[src/rtl/cpld_uart_responder.sv]
// cpld_uart_responder: CPLD-side parallel UART model, 8N1 on txd/rxd (optional UART_LOOPBACK_EN ties RX to txd)
module cpld_uart_responder #(
    parameter int CLK_FREQ = 50_000_000,
    parameter int BAUD     = 115200
) (
    input  logic       clk,
    input  logic       rst,
    input  logic       uart_rdn,
    input  logic       uart_wrn,
    input  logic [7:0] data_in,
    output logic [7:0] data_out,
    output logic       data_oe,
    output logic       uart_dataready,
    output logic       uart_tbre,
    output logic       uart_tsre,
    output logic       txd,
    input  logic       rxd
);
    localparam int DIV = CLK_FREQ / BAUD;
    localparam int CW  = $clog2(DIV);
    localparam logic [CW-1:0] FULL = CW'(DIV - 1);
    localparam logic [CW-1:0] HALF = CW'(DIV / 2 - 1);
    localparam logic [CW-1:0] ONE  = CW'(1);

    typedef enum logic [1:0] {S_IDLE, S_START, S_DATA, S_STOP} state_e;

    state_e          tx_state_q, tx_state_d, rx_state_q, rx_state_d;
    logic [CW-1:0]   tx_cnt_q, tx_cnt_d, rx_cnt_q, rx_cnt_d;
    logic [2:0]      tx_bit_q, tx_bit_d, rx_bit_q, rx_bit_d;
    logic [7:0]      tx_sh_q, tx_sh_d, hold_q, hold_d, rx_sh_q, rx_sh_d, dout_q, dout_d;
    logic            tbre_q, tbre_d, tsre_q, tsre_d, txd_q, txd_d, wrn_q;
    logic            rx_s1_q, rx_s2_q, rx_s3_q, dr_q, dr_d, oe_q;
    logic            rx_in;

`ifdef UART_LOOPBACK_EN
    logic unused_rxd;
    assign unused_rxd = rxd;
    assign rx_in = txd_q;
`else
    assign rx_in = rxd;
`endif

    assign data_out       = dout_q;
    assign data_oe        = oe_q;
    assign uart_dataready = dr_q;
    assign uart_tbre      = tbre_q;
    assign uart_tsre      = tsre_q;
    assign txd            = txd_q;

    // TX state, holding register, shifter and registered line output
    always_ff @(posedge clk or posedge rst) begin
        if (rst) begin
            tx_state_q <= S_IDLE;
            tx_cnt_q   <= '0;
            tx_bit_q   <= '0;
            tx_sh_q    <= '0;
            hold_q     <= '0;
            tbre_q     <= 1'b1;
            tsre_q     <= 1'b1;
            txd_q      <= 1'b1;
            wrn_q      <= 1'b1;
        end else begin
            tx_state_q <= tx_state_d;
            tx_cnt_q   <= tx_cnt_d;
            tx_bit_q   <= tx_bit_d;
            tx_sh_q    <= tx_sh_d;
            hold_q     <= hold_d;
            tbre_q     <= tbre_d;
            tsre_q     <= tsre_d;
            txd_q      <= txd_d;
            wrn_q      <= uart_wrn;
        end
    end

    // Write capture on the strobe's falling edge, then IDLE/START/DATA/STOP serialization
    always_comb begin
        tx_state_d = tx_state_q;
        tx_cnt_d   = tx_cnt_q;
        tx_bit_d   = tx_bit_q;
        tx_sh_d    = tx_sh_q;
        hold_d     = hold_q;
        tbre_d     = tbre_q;
        tsre_d     = tsre_q;
        if (wrn_q && !uart_wrn && tbre_q) begin
            hold_d = data_in;
            tbre_d = 1'b0;
        end
        case (tx_state_q)
            S_IDLE: if (!tbre_q) begin
                tx_sh_d    = hold_q;
                tbre_d     = 1'b1;
                tsre_d     = 1'b0;
                tx_cnt_d   = FULL;
                tx_state_d = S_START;
            end
            S_START: if (tx_cnt_q == '0) begin
                tx_cnt_d   = FULL;
                tx_bit_d   = '0;
                tx_state_d = S_DATA;
            end else tx_cnt_d = tx_cnt_q - ONE;
            S_DATA: if (tx_cnt_q == '0) begin
                tx_cnt_d   = FULL;
                tx_sh_d    = tx_sh_q >> 1;
                tx_bit_d   = tx_bit_q + 3'd1;
                tx_state_d = (tx_bit_q == 3'd7) ? S_STOP : S_DATA;
            end else tx_cnt_d = tx_cnt_q - ONE;
            default: if (tx_cnt_q == '0) begin
                tx_cnt_d = FULL;
                if (!tbre_q) begin
                    tx_sh_d    = hold_q;
                    tbre_d     = 1'b1;
                    tx_state_d = S_START;
                end else begin
                    tsre_d     = 1'b1;
                    tx_state_d = S_IDLE;
                end
            end else tx_cnt_d = tx_cnt_q - ONE;
        endcase
        txd_d = (tx_state_q == S_START) ? 1'b0 : (tx_state_q == S_DATA) ? tx_sh_q[0] : 1'b1;
    end

    // RX synchronizer, RX state, received byte and read-strobe tracking
    always_ff @(posedge clk or posedge rst) begin
        if (rst) begin
            rx_s1_q    <= 1'b1;
            rx_s2_q    <= 1'b1;
            rx_s3_q    <= 1'b1;
            rx_state_q <= S_IDLE;
            rx_cnt_q   <= '0;
            rx_bit_q   <= '0;
            rx_sh_q    <= '0;
            dout_q     <= '0;
            dr_q       <= 1'b0;
            oe_q       <= 1'b0;
        end else begin
            rx_s1_q    <= rx_in;
            rx_s2_q    <= rx_s1_q;
            rx_s3_q    <= rx_s2_q;
            rx_state_q <= rx_state_d;
            rx_cnt_q   <= rx_cnt_d;
            rx_bit_q   <= rx_bit_d;
            rx_sh_q    <= rx_sh_d;
            dout_q     <= dout_d;
            dr_q       <= dr_d;
            oe_q       <= ~uart_rdn;
        end
    end

    // Read-release clears dataready; a byte completing on the same cycle sets it again
    always_comb begin
        rx_state_d = rx_state_q;
        rx_cnt_d   = rx_cnt_q;
        rx_bit_d   = rx_bit_q;
        rx_sh_d    = rx_sh_q;
        dout_d     = dout_q;
        dr_d       = (oe_q && uart_rdn) ? 1'b0 : dr_q;
        case (rx_state_q)
            S_IDLE: if (rx_s3_q && !rx_s2_q) begin
                rx_cnt_d   = HALF;
                rx_state_d = S_START;
            end
            S_START: if (rx_cnt_q == '0) begin
                rx_cnt_d   = FULL;
                rx_bit_d   = '0;
                rx_state_d = rx_s2_q ? S_IDLE : S_DATA;
            end else rx_cnt_d = rx_cnt_q - ONE;
            S_DATA: if (rx_cnt_q == '0) begin
                rx_cnt_d   = FULL;
                rx_sh_d    = {rx_s2_q, rx_sh_q[7:1]};
                rx_bit_d   = rx_bit_q + 3'd1;
                rx_state_d = (rx_bit_q == 3'd7) ? S_STOP : S_DATA;
            end else rx_cnt_d = rx_cnt_q - ONE;
            default: if (rx_cnt_q == '0) begin
                if (rx_s2_q) begin
                    dout_d = rx_sh_q;
                    dr_d   = 1'b1;
                end
                rx_state_d = S_IDLE;
            end else rx_cnt_d = rx_cnt_q - ONE;
        endcase
    end
endmodule

[config.mk]
export PLATFORM = sky130hd
export DESIGN_NAME = cpld_uart_responder
export DESIGN_NICKNAME = d
export VERILOG_FILES = /design/src/rtl/cpld_uart_responder.sv
export SDC_FILE = /design/constraint.sdc
export NUM_CORES = 1
export LEC_CHECK = 0
export CAP_MARGIN = 20
export CORE_MARGIN = 8
export CORE_UTILIZATION = 39
export CTS_CLUSTER_SIZE = 16
export DETAILED_ROUTE_END_ITERATION = 16
export HOLD_SLACK_MARGIN = 0.08
export PLACE_DENSITY = 0.64
export SLEW_MARGIN = 20
export SYNTH_ARGS = -nofsm -noshare
export SYNTH_HDL_FRONTEND = slang
export SYNTH_SLANG_ARGS = --single-unit
[constraint.sdc]
create_clock -name clk -period 2.1 [get_ports clk]
set_input_delay 0.42 -clock clk [delete_from_list [all_inputs] [get_ports clk]]
set_output_delay 0.42 -clock clk [all_outputs]
set_load 0.01 [all_outputs]
Word level (Yosys, flattened, before mapping)
Cells that the tools add are included.

Add/sub/neg operators: 4. Eq/ne operators: 13. Multiplexer cells: 45. Bitwise logic cells: 4. Reductions and logical operators: 27.

Operator list (number): 9-bit 2-to-1 mux (6); 8-bit 2-to-1 mux (3); 8-bit case mux with 3 select lines (1); 9-bit logical NOT (2); 2-bit 2-to-1 mux (9); 9-bit case mux with 2 select lines (1); 9-bit by 1-bit subtractor with 9-bit output (second input constant) (2); 1-bit 2-to-1 mux (15); 3-bit 2-to-1 mux (4); 2-bit != test (second input constant) (6); 2-bit case mux with 3 select lines (2); 3-bit case mux with 2 select lines (2); 3-bit AND reduction (4); 4-bit AND reduction (3); 2-bit nonzero test (5); 3-bit by 1-bit adder with 3-bit output (second input constant) (2); 3-bit == test (second input constant) (2); 2-bit by 1-bit == test with 1-bit output (second input constant) (2); 2-bit == test (second input constant) (2); 1-bit logical AND (4); 2-bit logical NOT (2); 1-bit inverter (4); 1-bit case mux with 2 select lines (2); 2-bit AND reduction (2); other kinds (4) (6).

Register bits after elaboration: 69. Input port bits: 13. Output and inout bits: 13. Logic and storage cells: 112.

Depth between registers and ports, before layout
Word-level depth: 7. Mapped depth: 8. Mapped depth without buffers: 6.

Least setup slack after synthesis
OpenSTA, ideal clock, no wires.

Path type: register -> register. From: register rx_cnt_q[0]. To: register dout_q[0] (netlist: data_out[0]). Setup time: 0.125 ns. Arrival time: 1.852 ns. Data required time: 1.975 ns. Path slack: 0.123 ns. Stages on the path, launching flop included: 8. Buffers on the path: 1. Clock period less this slack: 1.977 ns. Path through: dfrtp_1 > inv_1 > ha_1 > or4b_4 > nor2_4 > and3_4 > buf_12 > mux2_4.

Longest elaborated chain between the ends: 2.

RTL lines: start, declared (line 28) `logic [CW-1:0] tx_cnt_q, tx_cnt_d, rx_cnt_q, rx_cnt_d;`; start signal, assigned (line 140) `rx_cnt_q <= rx_cnt_d;`; 9-bit logical NOT (line 173) `default: if (rx_cnt_q == '0) begin`; 3-bit AND reduction (no line); end signal, assigned (line 143) `dout_q <= dout_d;`; end, declared (line 30) `logic [7:0] tx_sh_q, tx_sh_d, hold_q, hold_d, rx_sh_q, rx_sh_d, dout_q, dout_d;`.

Every way passes these cells. A chain may end at the register's enable or synchronous reset.

Worst setup path after layout
From: register tbre_q (netlist: uart_tbre). To: output port uart_tbre.

RTL lines: start, declared (line 31) `logic tbre_q, tbre_d, tsre_q, tsre_d, txd_q, txd_d, wrn_q;`; start signal, assigned (line 68) `tbre_q <= tbre_d;`; end, declared (line 14) `output logic uart_tbre,`.

No word-level cell between the ends.

==> out/results.txt <==
The flow ran to the end, and the final reports show no timing, DRC or antenna violations. The number of gates resized after CTS was 0. The run gives 60 as the number of distinct library cells after synthesis. The die span in x came out at 111 um. The tools report the buffer type at the clock tree root as sky130_fd_sc_hd__clkbuf_8.

Leaving out fill and tap cells, the most frequent cells in the layout are sky130_fd_sc_hd__dfrtp_1, sky130_fd_sc_hd__mux2_2, sky130_fd_sc_hd__clkdlybuf4s50_1, sky130_fd_sc_hd__o21ai_0, sky130_fd_sc_hd__inv_1. Counting along the longest clock path gives a buffer depth of 2. In this run the tightest slew margin relative to its limit is 68.0%. The count of endpoints failing hold in the final timing report was 0.

Setup repair after global routing left no endpoint under its margin. The via count of the first global-routing pass was 2547. The proportion of synthesized flip-flops having asynchronous set or reset came out at 100%.

The largest clock skew in the final design came out at 0.00752 ns. Y dimension of the die: 111 um. After routing, the total negative slack on setup checks comes to 0 ns. TritonCTS built the clock tree.

In this run the worst hold path is classified as flop to flop. At the end of routability-driven placement, the weighted congestion stood at 0.848. The via count normalized by instance count came out at 5.36. The synthesized design contains 0 enable-type register cells. DRC violation count after routing: 0. Share of synthesized area occupied by flip-flops and latches: 49.4%. The clock net in this run drives a total of 69 sinks. The per-instance average area after synthesis is 11.7 um^2. By area the synthesized netlist is led by sky130_fd_sc_hd__dfrtp_1, sky130_fd_sc_hd__mux2_2, sky130_fd_sc_hd__ha_1, sky130_fd_sc_hd__dfstp_2, sky130_fd_sc_hd__mux2_4. After layout, the minimum clock period comes to 2.02 ns. Synthesis handed over a netlist of 300 instances.

The leading register cell type out of synthesis is sky130_fd_sc_hd__dfrtp_1. Global routing finished with a remaining overflow of 0. In the final routed layout, each cell accounts on average for 14.8 um. For the pin with the worst max-slew slack, the measured transition is 0.479 ns.

The floorplan step defined a core boundary enclosing 0.00872 mm^2. Critical path's slowest cell: sky130_fd_sc_hd__dfstp_2. VDD sags by at most 0.525 mV. The number of nets in the synthesized netlist is 329. Power density over the cells: 1060 mW/mm^2. The worst setup path is launched from a flop.

Entering global routing, the biggest net connects 46 pins. For the wire length of the first global-routing pass, the log shows 12.0 mm. Timing would allow up to 0.494 GHz. The post-route netlist has 28.3% of its cells at a drive strength greater than 1. For the max-slew violation count, the log shows 0. Once layout is done, the placed cells without fillers occupy 0.00425 mm^2. The starting DRC count in detailed routing came out at 150. Register clock-pin slew on the reported worst setup and hold paths: 0.07 ns. The cell family contributing the most delay on the critical path is flip-flops. The initial core utilization was 40.2%. In this run the remaining antenna-violating nets after routing total 0. The logs give 0.34 ns for the source-to-sink clock delay at the later pin of the worst-skew pair and 11.5% for the total global routing track utilization.

The tools report the post-placement cell area as 0.00398 mm^2. The run gives 0 as the number of antenna violations at the first check in global routing. The run gives 0 as the reported max-cap violation count.

The count of buffering cells on the critical path with inverters included came out at 1. The share of the clock period used by the worst path works out to 96.3%. The proportion of netlist area held by the largest area contributor is 44.2%. In this run, CTS created clock tree buffers numbering 9. The worst setup path is of the flop to output port kind.

The library cell used most frequently in the layout, excluding fill and tap cells, is sky130_fd_sc_hd__dfrtp_1. The count of boundary I/O pins came out at 26. The initialized floorplan defines 34 standard-cell rows.

Number of warnings printed during yosys synthesis: 0. The synthesized design contains 69 register bits. Number of H-tree levels: 3. The number of vias in the routed layout was 2432; the critical path data arrival time was 1.60 ns.

The detailed-router iteration count before antenna repair was 4; the layout net count was 370. Data on the critical path is required at its endpoint by 1.68 ns. The tools report the sort of element at the end of the critical path as an output port. The number of antenna diodes in the final layout is 0. The post-CTS setup repair buffer count came out at 0. Traced cell by cell, the critical path runs through clkdlybuf4s50_1. On the worst path, the slowest cell contributes a delay of 0.67 ns. The tools report the post-synthesis cell area as 0.00351 mm^2.

Setup violations remaining at the end of the flow were counted as 0. Compared with the post-synthesis result, the final layout area differs by 21.1%. The run gives 6.74 mm as the aggregate routed wire length.

Of all nets on the critical path, the largest fanout is 10. The floorplan die area is 0.0123 mm^2. Hold repair after CTS inserted 0 buffers.

The number of buffers added on ports works out to 25. The synthesized design spends more area on one cell type than any other, namely sky130_fd_sc_hd__dfrtp_1. Detailed placement finished with a half-perimeter wire length of 4.88 mm. The analysis attributes to cell leakage a power of 0.00191 uW.
[sequential cells by signal, summed over array words and instances (netlist names)]
| register | flops |
|---|---|
| tx_cnt_q | 9 |
| data_out | 8 |
| data_oe | 1 |
| txd | 1 |
| wrn_q | 1 |
| rx_state_q | 2 |
| tx_sh_q | 8 |
| uart_tbre | 1 |
| rx_s1_q | 1 |
| tx_bit_q | 3 |
| tx_state_q | 2 |
| rx_s3_q | 1 |
| uart_tsre | 1 |
| hold_q | 8 |
| rx_sh_q | 8 |
| rx_s2_q | 1 |
| rx_bit_q | 3 |
| uart_dataready | 1 |
| rx_cnt_q | 9 |
[power breakdown]
group          switching (uW)  internal, uW  leakage [uW]
registers                 209          1530      0.000884
logic                     720           700      0.000905
clock network             503           856      0.000126
total                    1430          3080       0.00191
[worst paths after layout]
check	from	to	slack [ns]	cells after the start
hold reg to reg	rx_s1_q	rx_s2_q	0.36	0
hold / removal	rx_s1_q	rx_s2_q	0.36	0
setup reg to reg	rx_cnt_q[0]	data_out[6]	0.12	6
max in group asynchronous	rst	data_out[6]	1.32	3
setup / recovery	uart_tbre	uart_tbre	0.08	1
min in group asynchronous	rst	rx_cnt_q[1]	0.51	3
[layer usage]
layer | routed length [um] | vias to the layer above | part of all wire, % | global-route usage (%)
li1 | - | 1187 | - | -
met1 | 3120 | 1178 | 46 | 13.8
met2 | 3120 | 57 | 46 | 19.0
met3 | 379 | 10 | 5.6 | 3.14
met4 | 113 | 0 | 1.7 | 4.59
met5 | 0 | - | 0 | 0
[metrics by stage]
step                instances  util, %  worst slack, ns  total power (uW)  hold slack, ns
finish                    454     48.8           0.0770              4510           0.359
global route              454     48.8          0.00540              4820           0.365
CTS                       454     48.6           0.0471              4550           0.360
detailed placement        438     45.7            0.105              3160           0.349
global placement          438     45.7            0.137              3130           0.347
floorplan                 300        -            0.123              2760           0.345
[area by class of cell]
class / count / area (um^2)
Sequential cell: 69 / 1740
Clock inverter: 5 / 106
Inverter: 18 / 71.3
Tap cell: 108 / 135
Multi-Input combinational cell: 201 / 1650
Timing Repair Buffer: 42 / 403
Clock buffer: 11 / 151
Fill cell: 784 / 4470
[cells in the mapped netlist, types with 2 or more instances]
cell type	count
sky130_fd_sc_hd__dfrtp_1	62
sky130_fd_sc_hd__mux2_2	30
sky130_fd_sc_hd__inv_1	18
sky130_fd_sc_hd__o21ai_0	18
sky130_fd_sc_hd__ha_1	16
sky130_fd_sc_hd__nand2_1	14
sky130_fd_sc_hd__nor2_1	14
sky130_fd_sc_hd__a21oi_1	13
sky130_fd_sc_hd__clkbuf_1	10
sky130_fd_sc_hd__mux2_4	8
sky130_fd_sc_hd__dfstp_2	7
sky130_fd_sc_hd__nor3_1	7
sky130_fd_sc_hd__nand3_1	6
sky130_fd_sc_hd__o31ai_1	6
sky130_fd_sc_hd__a32o_1	5
sky130_fd_sc_hd__nand2b_1	5
sky130_fd_sc_hd__a31oi_1	4
sky130_fd_sc_hd__mux2i_1	4
sky130_fd_sc_hd__a21o_1	3
sky130_fd_sc_hd__a21o_2	2
sky130_fd_sc_hd__a22o_1	2
sky130_fd_sc_hd__a41oi_1	2
sky130_fd_sc_hd__nand3b_1	2
sky130_fd_sc_hd__nor2b_1	2
sky130_fd_sc_hd__o2bb2ai_1	2
sky130_fd_sc_hd__o32ai_1	2
sky130_fd_sc_hd__or3b_2	2
sky130_fd_sc_hd__or4_1	2
[logic make-up after synthesis]
kind of cell             count (synthesis)  share of synthesized area, %
adder cells (fa/ha/maj)                 16                          5.70
XOR/XNOR                                 1                         0.250
AND/OR/NAND/NOR                         69                          11.6
buffers and inverters                   30                          3.89
multiplexers                            42                          14.2
flip-flops                              69                          49.4
AO/OA/AOI/OAI                           73                          15.0
(Power assumes the default switching activity.)
==> edit (config.mk and constraints unchanged) <==
Set the parameter `CLK_FREQ` to 25_000_000 (it was 50_000_000).
--- a/src/rtl/cpld_uart_responder.sv
+++ b/src/rtl/cpld_uart_responder.sv
@@ -1,6 +1,6 @@
 // cpld_uart_responder: CPLD-side parallel UART model, 8N1 on txd/rxd (optional UART_LOOPBACK_EN ties RX to txd)
 module cpld_uart_responder #(
-    parameter int CLK_FREQ = 50_000_000,
+    parameter int CLK_FREQ = 25_000_000,
     parameter int BAUD     = 115200
 ) (
     input  logic       clk,
Function: no difference found for any inputs over 10 cycles, from zero or initial values and one cycle with rst high; that may be too few to reach the edited logic, so the function may still have changed.
==> edit against the original RTL <==
- global-route usage decreased by 0.31 points
- synthesized area decreased by 8.3%
- the flow now finishes with violations (negative setup slack)
- combinational power fell by 24%
- power is 14% lower
- worst setup slack worse by 0.084 ns
- critical endpoint is now tx_sh_q[4]$_DFFE_PP0P_
- critical path type is now reg2reg
- sequential share of layout area up 0.50 points
- utilization up 1.7 points
- routed wire length shrank 12%
- sequential cell count is 2 lower
- sequential power shrank 7%
- non-clock buffer count increased by 10
- final area down 4.1%
==> edit: results (changes against the original RTL) <==
Status
  • Status: finished with violations
  • Violated checks: negative setup slack

Power
  • Switching part of the total: 0.297 (-0.0200)
  • Leakage: 1.87 nW (-2.5%)
  • Peak supply drop: 0.696 mV (+33%)

Placement
  • Pre-CTS setup slack: -0.144 ns (-0.249 ns)
  • Post-DP HPWL: 4.23 mm (-13%)
  • Placed instance count: 421 (-3.9%)
  • Placed inst area: 0.00378 mm² (-5.1%)

Setup path
  • CP Launch Point: tx_cnt_q[4]$_DFFE_PP0N_
  • Setup crit end: tx_sh_q[4]$_DFFE_PP0P_
  • Worst Path Max Fanout: 8 (-2)
  • Worst Reg-to-Reg Cells: 5 (-1)

STA
  • Setup Skew: 0.0107 ns (+0.00319 ns)
  • Fin Hold WS: 0.356 ns (-0.00315 ns)
  • Final TNS setup: -0.0201 ns (-0.0201 ns)
  • Setup ws final: -0.00653 ns (-0.0836 ns)
  • Final number of setup-violating endpoints: 6 (+6)

Logic synthesis
  • Area contributors post-synth: dfrtp_1 47%, mux2_2 14%, ha_1 5.8%
  • Synth cell count leaders: 60 x dfrtp_1, 41 x mux2_2, 19 x o21ai_0, 18 x nor2_1, 17 x inv_1
  • Syn_nets: 306 (-7.0%)
  • Sequential share of the synthesized area: 0.524 (+0.0292)
  • Adder-Cell Fraction of Synth Area: 0.0583 (+0.00128)
  • Mux share of post-synthesis cell area: 0.153 (+0.0109)

Global route
  • Largest net degree at the start of global routing: 68 (+48%)
  • GRT Resource Usage Total: 0.112 (-0.00310)

Routing
  • DR iter-0 viols: 70 (-53%)
  • Total Routed Length: 5.95 mm (-12%)
  • Vias per cell: 5.06 (-5.6%)

Finish
  • NumNets Final: 357 (-3.5%)
## edit: cell types whose count changed in the layout (fill, tap and decap cells not counted), moves of 3 or more
cell,delta
buf_4,+9
mux2_2,+4
nor3_1,-3
a21oi_1,-6
nor2_1,+3
nand3_1,-4
## edit: routing by layer
layer | part of all wire | track usage
met4 | 0.0084 | 0.0392
met3 | 0.033 | 0.0354
met1 | 0.48 | 0.139
met5 | 0 | 0
met2 | 0.48 | 0.180
## edit: logic make-up (layout without fill, tap and decap cells)
| family | Yosys count | count (layout) |
|---|---|---|
| compound gates | 60 | 60 |
| fa+ha+maj | 15 | 15 |
| buf+inv | 29 | 85 |
| flops | 67 | 67 |
| mux | 44 | 44 |
| simple gates | 63 | 63 |
## edit: power by group through the flow
| stage | clock (mW) | combinational, mW | sequential (mW) |
|---|---|---|---|
| 6_report | 1.18 | 1.08 | 1.61 |
| 5_1_grt | 1.28 | 1.22 | 1.63 |
| 4_1_cts | 1.23 | 1.08 | 1.60 |
| 3_5_place_dp | 0 | 1.07 | 1.62 |
| 3_3_place_gp | 0 | 1.05 | 1.62 |
| 2_1_floorplan | 0 | 0.744 | 1.59 |
## edit: repair_timing
item | CTS | global route
resized for setup | 11 | 4
buffers inserted | 1 | 1
setup endpoints to repair | 9 | 17
pin swaps | 3 | 1
## edit: layout make-up
class / instances / area, µm² / area share
Sequential cell: 67 / 1690 / 0.413
Multi-Input combinational cell: 182 / 1480 / 0.363
Timing Repair Buffer: 52 / 490 / 0.120
Clock buffer: 10 / 138 / 0.0337
Tap cell: 105 / 131 / 0.0322
Clock inverter: 6 / 88.8 / 0.0218
Inverter: 17 / 63.8 / 0.0156
## edit: worst max-delay path, stage by stage (launching register included)
cell      delay, ns
dfrtp_1        0.39
or3_4          0.40
or4_4          0.45
a221oi_4       0.29
buf_12         0.17
mux2_4         0.30
